$ cat src/rtl/fwd_hazard_scoreboard.sv
// EX-stage forwarding selector with youngest-stage priority, load-use detection
// and a per-register countdown scoreboard for long-latency ops.
module fwd_hazard_scoreboard #(
    parameter int NUM_SRC = 2,
    parameter int NUM_FWD = 2,
    parameter int REG_AW  = 5,
    parameter int MAX_LAT = 8,
    parameter int CNT_W   = $clog2(MAX_LAT + 1),
    parameter int SEL_W   = $clog2(NUM_FWD + 1)
) (
    input  logic                       clk,
    input  logic                       rst,
    input  logic [NUM_SRC-1:0]         src_valid,
    input  logic [NUM_SRC*REG_AW-1:0]  src_addr,
    input  logic [NUM_FWD-1:0]         fwd_we,
    input  logic [NUM_FWD*REG_AW-1:0]  fwd_addr,
    input  logic [NUM_FWD-1:0]         fwd_ready,
    input  logic                       issue_valid,
    input  logic [REG_AW-1:0]          issue_rd,
    input  logic [CNT_W-1:0]           issue_lat,
    input  logic                       flush,
    output logic [NUM_SRC*SEL_W-1:0]   fwd_sel,
    output logic                       stall,
    output logic                       busy_any,
    output logic [31:0]                stall_cycles
);

    localparam int NREG = 1 << REG_AW;

    logic [CNT_W-1:0]         r_cnt [NREG];
    logic [31:0]              r_stall_cycles;
    logic [NUM_SRC*SEL_W-1:0] w_sel;
    logic                     w_load_use;
    logic                     w_sb_hit;
    logic                     w_waw;
    logic                     w_stall;
    logic                     w_accept;
    logic                     w_busy;
    logic [CNT_W-1:0]         w_lat;

    // Stages are scanned youngest first; the first hit locks the select so an
    // older stage writing the same register can never override it.
    always_comb begin : fwd_search
        logic [REG_AW-1:0] a;
        logic              hit;
        w_sel      = '0;
        w_load_use = 1'b0;
        w_sb_hit   = 1'b0;
        a          = '0;
        hit        = 1'b0;
        for (int unsigned i = 0; i < NUM_SRC; i++) begin
            a   = src_addr[i*REG_AW +: REG_AW];
            hit = 1'b0;
            if (src_valid[i] && a != '0) begin
                for (int unsigned k = 0; k < NUM_FWD; k++) begin
                    if (!hit && fwd_we[k] && fwd_addr[k*REG_AW +: REG_AW] == a) begin
                        hit                        = 1'b1;
                        w_sel[i*SEL_W +: SEL_W]    = SEL_W'(k + 1);
                        if (!fwd_ready[k]) w_load_use = 1'b1;
                    end
                end
                if (r_cnt[a] != '0) w_sb_hit = 1'b1;
            end
        end
    end

    always_comb begin
        w_busy = 1'b0;
        for (int unsigned r = 0; r < NREG; r++) begin
            if (r_cnt[r] != '0) w_busy = 1'b1;
        end
    end

    assign w_waw    = issue_valid && issue_rd != '0 && r_cnt[issue_rd] != '0;
    assign w_stall  = !flush && (w_load_use || w_sb_hit || w_waw);
    assign w_accept = issue_valid && !w_stall && !flush && issue_rd != '0 && issue_lat != '0;
    assign w_lat    = (issue_lat > CNT_W'(MAX_LAT)) ? CNT_W'(MAX_LAT) : issue_lat;

    always_ff @(posedge clk) begin
        if (rst) begin
            for (int unsigned r = 0; r < NREG; r++) r_cnt[r] <= '0;
            r_stall_cycles <= '0;
        end else begin
            for (int unsigned r = 0; r < NREG; r++) begin
                if (w_accept && issue_rd == REG_AW'(r)) begin
                    r_cnt[r] <= w_lat;
                end else if (r_cnt[r] != '0) begin
                    r_cnt[r] <= r_cnt[r] - 1'b1;
                end
            end
            if (w_stall && r_stall_cycles != '1) begin
                r_stall_cycles <= r_stall_cycles + 32'd1;
            end
        end
    end

    assign fwd_sel      = w_sel;
    assign stall        = w_stall;
    assign busy_any     = w_busy;
    assign stall_cycles = r_stall_cycles;

endmodule

$ cat config.mk
export PLATFORM = sky130hd
export DESIGN_NAME = fwd_hazard_scoreboard
export DESIGN_NICKNAME = d
export VERILOG_FILES = /design/src/rtl/fwd_hazard_scoreboard.sv
export SDC_FILE = /design/constraint.sdc
export NUM_CORES = 1
export LEC_CHECK = 0
export BUFFER_PORTS_ARGS = -buffer_cell sky130_fd_sc_hd__buf_2
export CAP_MARGIN = 25
export CORE_ASPECT_RATIO = 0.6
export CORE_MARGIN = 4
export CORE_UTILIZATION = 60
export DETAILED_ROUTE_END_ITERATION = 7
export PLACE_DENSITY_LB_ADDON = 0.3
export SYNTH_ARGS = -nofsm -noshare
export SYNTH_HDL_FRONTEND = slang
export SYNTH_SLANG_ARGS = --single-unit
$ cat constraint.sdc
create_clock -name clk -period 3.8 [get_ports clk]
set_clock_uncertainty 0.1 [all_clocks]
set_input_delay 0.57 -clock clk [delete_from_list [all_inputs] [get_ports clk]]
set_output_delay 0.57 -clock clk [all_outputs]
set_load 0.1 [all_outputs]
==> results.txt <==
The worst-case IR drop observed on VDD is 0.490 mV. The detailed-route vias per instance is 6.73. The count of nets left with antenna violations once routing finished came out at 0. The average wire length per cell after detail routing is 21.2 µm. At the later pin of the worst-skew pair, clock insertion delay measures 0.45 ns. The max-slew violation count was 0. The count of input and output buffers is 76. The area of the mapped netlist came out at roughly 0.012 mm². The placer's final routability congestion estimate came out at 1.10. In this run the power density over the cells is around 730 mW/mm². The sequential cell area fraction in the yosys report is a little under two fifths. The final setup violation count came out at 1. sky130_fd_sc_hd__edfxtp_1 takes more of the synthesized area than any other cell. The fraction of synthesized cell area taken by the top area cell type came out at around a third. The share of flip-flops with an asynchronous set or reset after synthesis came out at 0%.

The die width is between 150 and 200 µm. The number of global-route vias before repair came out at 10100. The cell sitting at the root of the clock tree is a sky130_fd_sc_hd__clkbuf_16. The number of synthesized register bits is 160. The final worst slack is -0.0397 ns. The final period demand of the worst path came out at 3.84 ns. The maximum buffer depth of the clock tree is 2. The clock transition at the registers of the reported paths came out at ~0.06 ns. The arrival time at the worst endpoint came out at 3.17 ns. The overall track demand over capacity in global routing came out at between 30% and 40%. The critical setup path kind is flip-flop to output pin. The worst endpoint required time is 3.13 ns. Setup repair after global routing could not meet its margin everywhere.

The most common cell in the synthesized netlist is sky130_fd_sc_hd__nor2_1. The number of antenna violations at the first check in global routing is 1. Timing would allow up to ~260 MHz. The length of the first detailed-routing pass in iterations is 7. The synthesized netlist cell count is 1292.

The count of max-cap constraint violations came out at 0. CTS saw 160 sinks. The area of the placeable core came out at 0.0192 mm². Traced cell by cell, the critical path runs through or4_4, mux2i_1, o21ai_0, a221o_1, a31oi_1, a31o_2, buf_6, and2_4, nor2_4, buf_12. The period utilization came out at 101%. The number of enable flip-flop cells after synthesis came out at between 100 and 150. The y dimension of the die is between 100 and 150 µm. The number of antenna diodes in the final layout is 0. For this configuration, the core starts out at a cell density of 61.5%. For this block, the via count after detailed routing is 11300. The number of placement rows came out at 39. In the synthesized netlist the dominant register cell turns out to be sky130_fd_sc_hd__edfxtp_1. For this run, the post-layout net count is 1478. The count of synthesis-stage warnings from yosys came out at 0.

After synthesis, the most frequently instantiated cells are sky130_fd_sc_hd__nor2_1, sky130_fd_sc_hd__edfxtp_1, sky130_fd_sc_hd__nand2_1, sky130_fd_sc_hd__inv_1. The first global-routing pass estimated 55.0 mm of wire. The hold violation count in the final report came to 0. The maximum fanout along the worst path came out at 11.

The actual slew at the worst max-slew pin is 0.841 ns. The I/O pin count came out at 77. Clock tree synthesis inserted a total of 17 buffers.

From synthesis to final layout, the design area changed by 14.7%. For this run, the slowest stage of the critical path takes 0.62 ns. Sorting the synthesized cells by area gives the leading types as sky130_fd_sc_hd__edfxtp_1, sky130_fd_sc_hd__dfxtp_1, sky130_fd_sc_hd__nor2_1, sky130_fd_sc_hd__ha_1, sky130_fd_sc_hd__o31ai_1. The pin count of the biggest net entering global routing is 63. The number of nets handed over by synthesis was between 1000 and 1500. The leakage power of the design is roughly 0.0054 µW. The mean instance size in the synthesized netlist came out at just over 9 µm². The total detailed-routing wirelength is 35.5 mm.

The run finished, with violations left. The worst setup path is captured at an output pin. The worst slew margin relative to its limit came out at 43.9%. The distinct cell type count after synthesis is 78. Summed over all layers, the global routing overflow is 0. The filler cell count is approximately 1500.

Total power for the finished layout comes to 9890 µW. CTS built an H-tree with a depth of 4. The type of element launching the critical path is a flip-flop. The fraction of final layout cells sized beyond drive strength 1 is between 20% and 30%. The floorplan die area is 0.0220 mm². The path class of the tightest hold or removal check is flip-flop to flip-flop. The wire-length estimate of the detail-placed layout is 26.2 mm. The largest individual stage delay along the critical path comes from the cell sky130_fd_sc_hd__or4_4.

The final reports fail on setup timing. The post-detailed-route DRC marker count came out at 0. The number of DRC violations after detailed-routing iteration 0 is 1615. TritonCTS built the clock tree. The tightest hold margin came out at about 0.40 ns.
[routing by layer]
| metal | wire length [µm] | vias up | global-route usage, % |
|---|---|---|---|
| met4 | 892 | 2 | 10.1 |
| met1 | 14700 | 5329 | 44.8 |
| met3 | 5370 | 97 | 12.6 |
| met2 | 14500 | 757 | 44.9 |
| met5 | 17 | - | 0 |
| li1 | - | 5111 | - |
[power breakdown]
group	internal, µW	switching [µW]	total (µW)
clock network	904	738	1640
registers	2820	628	3440
logic	2090	2720	4810
total	5810	4090	9890
[placed cells by master, fill, tap and decap left out, drive strengths merged, types with 5 or more instances in the layout]
| cell type | n |
|---|---|
| o2bb2ai | 9 |
| nand3b | 13 |
| o211ai | 8 |
| a21oi | 43 |
| o311ai | 6 |
| and3 | 9 |
| a211oi | 6 |
| nand2b | 5 |
| nor4 | 42 |
| nor3 | 31 |
| mux2 | 49 |
| o21ai | 69 |
| nand3 | 32 |
| a21boi | 8 |
| nor2 | 149 |
| mux2i | 36 |
| nor4b | 5 |
| xnor2 | 25 |
| o31a | 15 |
| mux4 | 6 |
| inv | 81 |
| buf | 164 |
| or3 | 18 |
| o41ai | 5 |
| nand2 | 97 |
| xor2 | 25 |
| ha | 39 |
| nand4 | 27 |
| and2 | 7 |
| edfxtp | 128 |
| a22oi | 5 |
| a31oi | 9 |
| a22o | 5 |
| nor2b | 22 |
| o31ai | 65 |
| dfxtp | 32 |
| clkbuf | 22 |
| clkinv | 6 |
| or4 | 37 |
[what timing repair did]
action	in CTS	in global routing
endpoints found under the setup margin	1	29
cloned	0	0
pin swaps	3	1
hold endpoints to repair	0	0
resized for setup	5	6
setup buffers	5	1
hold buffers	0	0
[sequential cells by signal (all words and copies together) (netlist names)]
register	flops
r_cnt	128
stall_cycles	32
[cell type report]
cell class / instances / area (µm²) / area share, %
multi-input cells: 978 / 6770 / 50.1
flip-flops and latches: 160 / 4480 / 33.1
repair buffers: 164 / 1100 / 8.13
clock buffers: 22 / 485 / 3.59
well taps: 266 / 333 / 2.46
inverters: 79 / 297 / 2.19
clock inverters: 9 / 56.3 / 0.416
[cell families after synthesis]
| logic type | count (synthesis) | share of synthesized area [%] |
|---|---|---|
| buffers and inverters | 154 | 5.11 |
| xor gates and xnor gates | 50 | 3.71 |
| and+or+nand+nor | 520 | 23.7 |
| AOI/OAI and AO/OA | 278 | 16.2 |
| adders and majority gates | 39 | 4.14 |
| muxes | 91 | 9.07 |
| DFF | 160 | 38.0 |
[critical path, delay by kind of cell (launching register included)]
family	cells	cell delay, ns
buffers and inverters	2	0.34
DFF	1	0.43
and+or+nand+nor	3	0.84
AOI/OAI and AO/OA	4	0.97
muxes	1	0.17
[worst paths after layout]
check	start	endpoint	slack [ns]	depth (start not counted)
setup / recovery	r_cnt[12][1]	stall	-0.04	10
hold / removal	stall_cycles[27]	stall_cycles[27]	0.40	2
setup reg to reg	r_cnt[5][0]	r_cnt[30][0]	0.10	12
hold reg to reg	stall_cycles[27]	stall_cycles[27]	0.40	2
[per-stage QoR]
stage	util (%)	TNS, ns	worst slack, ns	cell area (µm²)	cells
after floorplan	-	0	0.0210	11800	1292
after global placement	67.3	0	0.233	12900	1641
after detailed placement	67.3	0	0.178	12900	1641
after CTS	70.4	0	0.0105	13500	1677
after global routing	70.5	-0.0862	-0.0862	13500	1678
final	70.5	-0.0397	-0.0397	13500	1678
(Power assumes the default switching activity.)
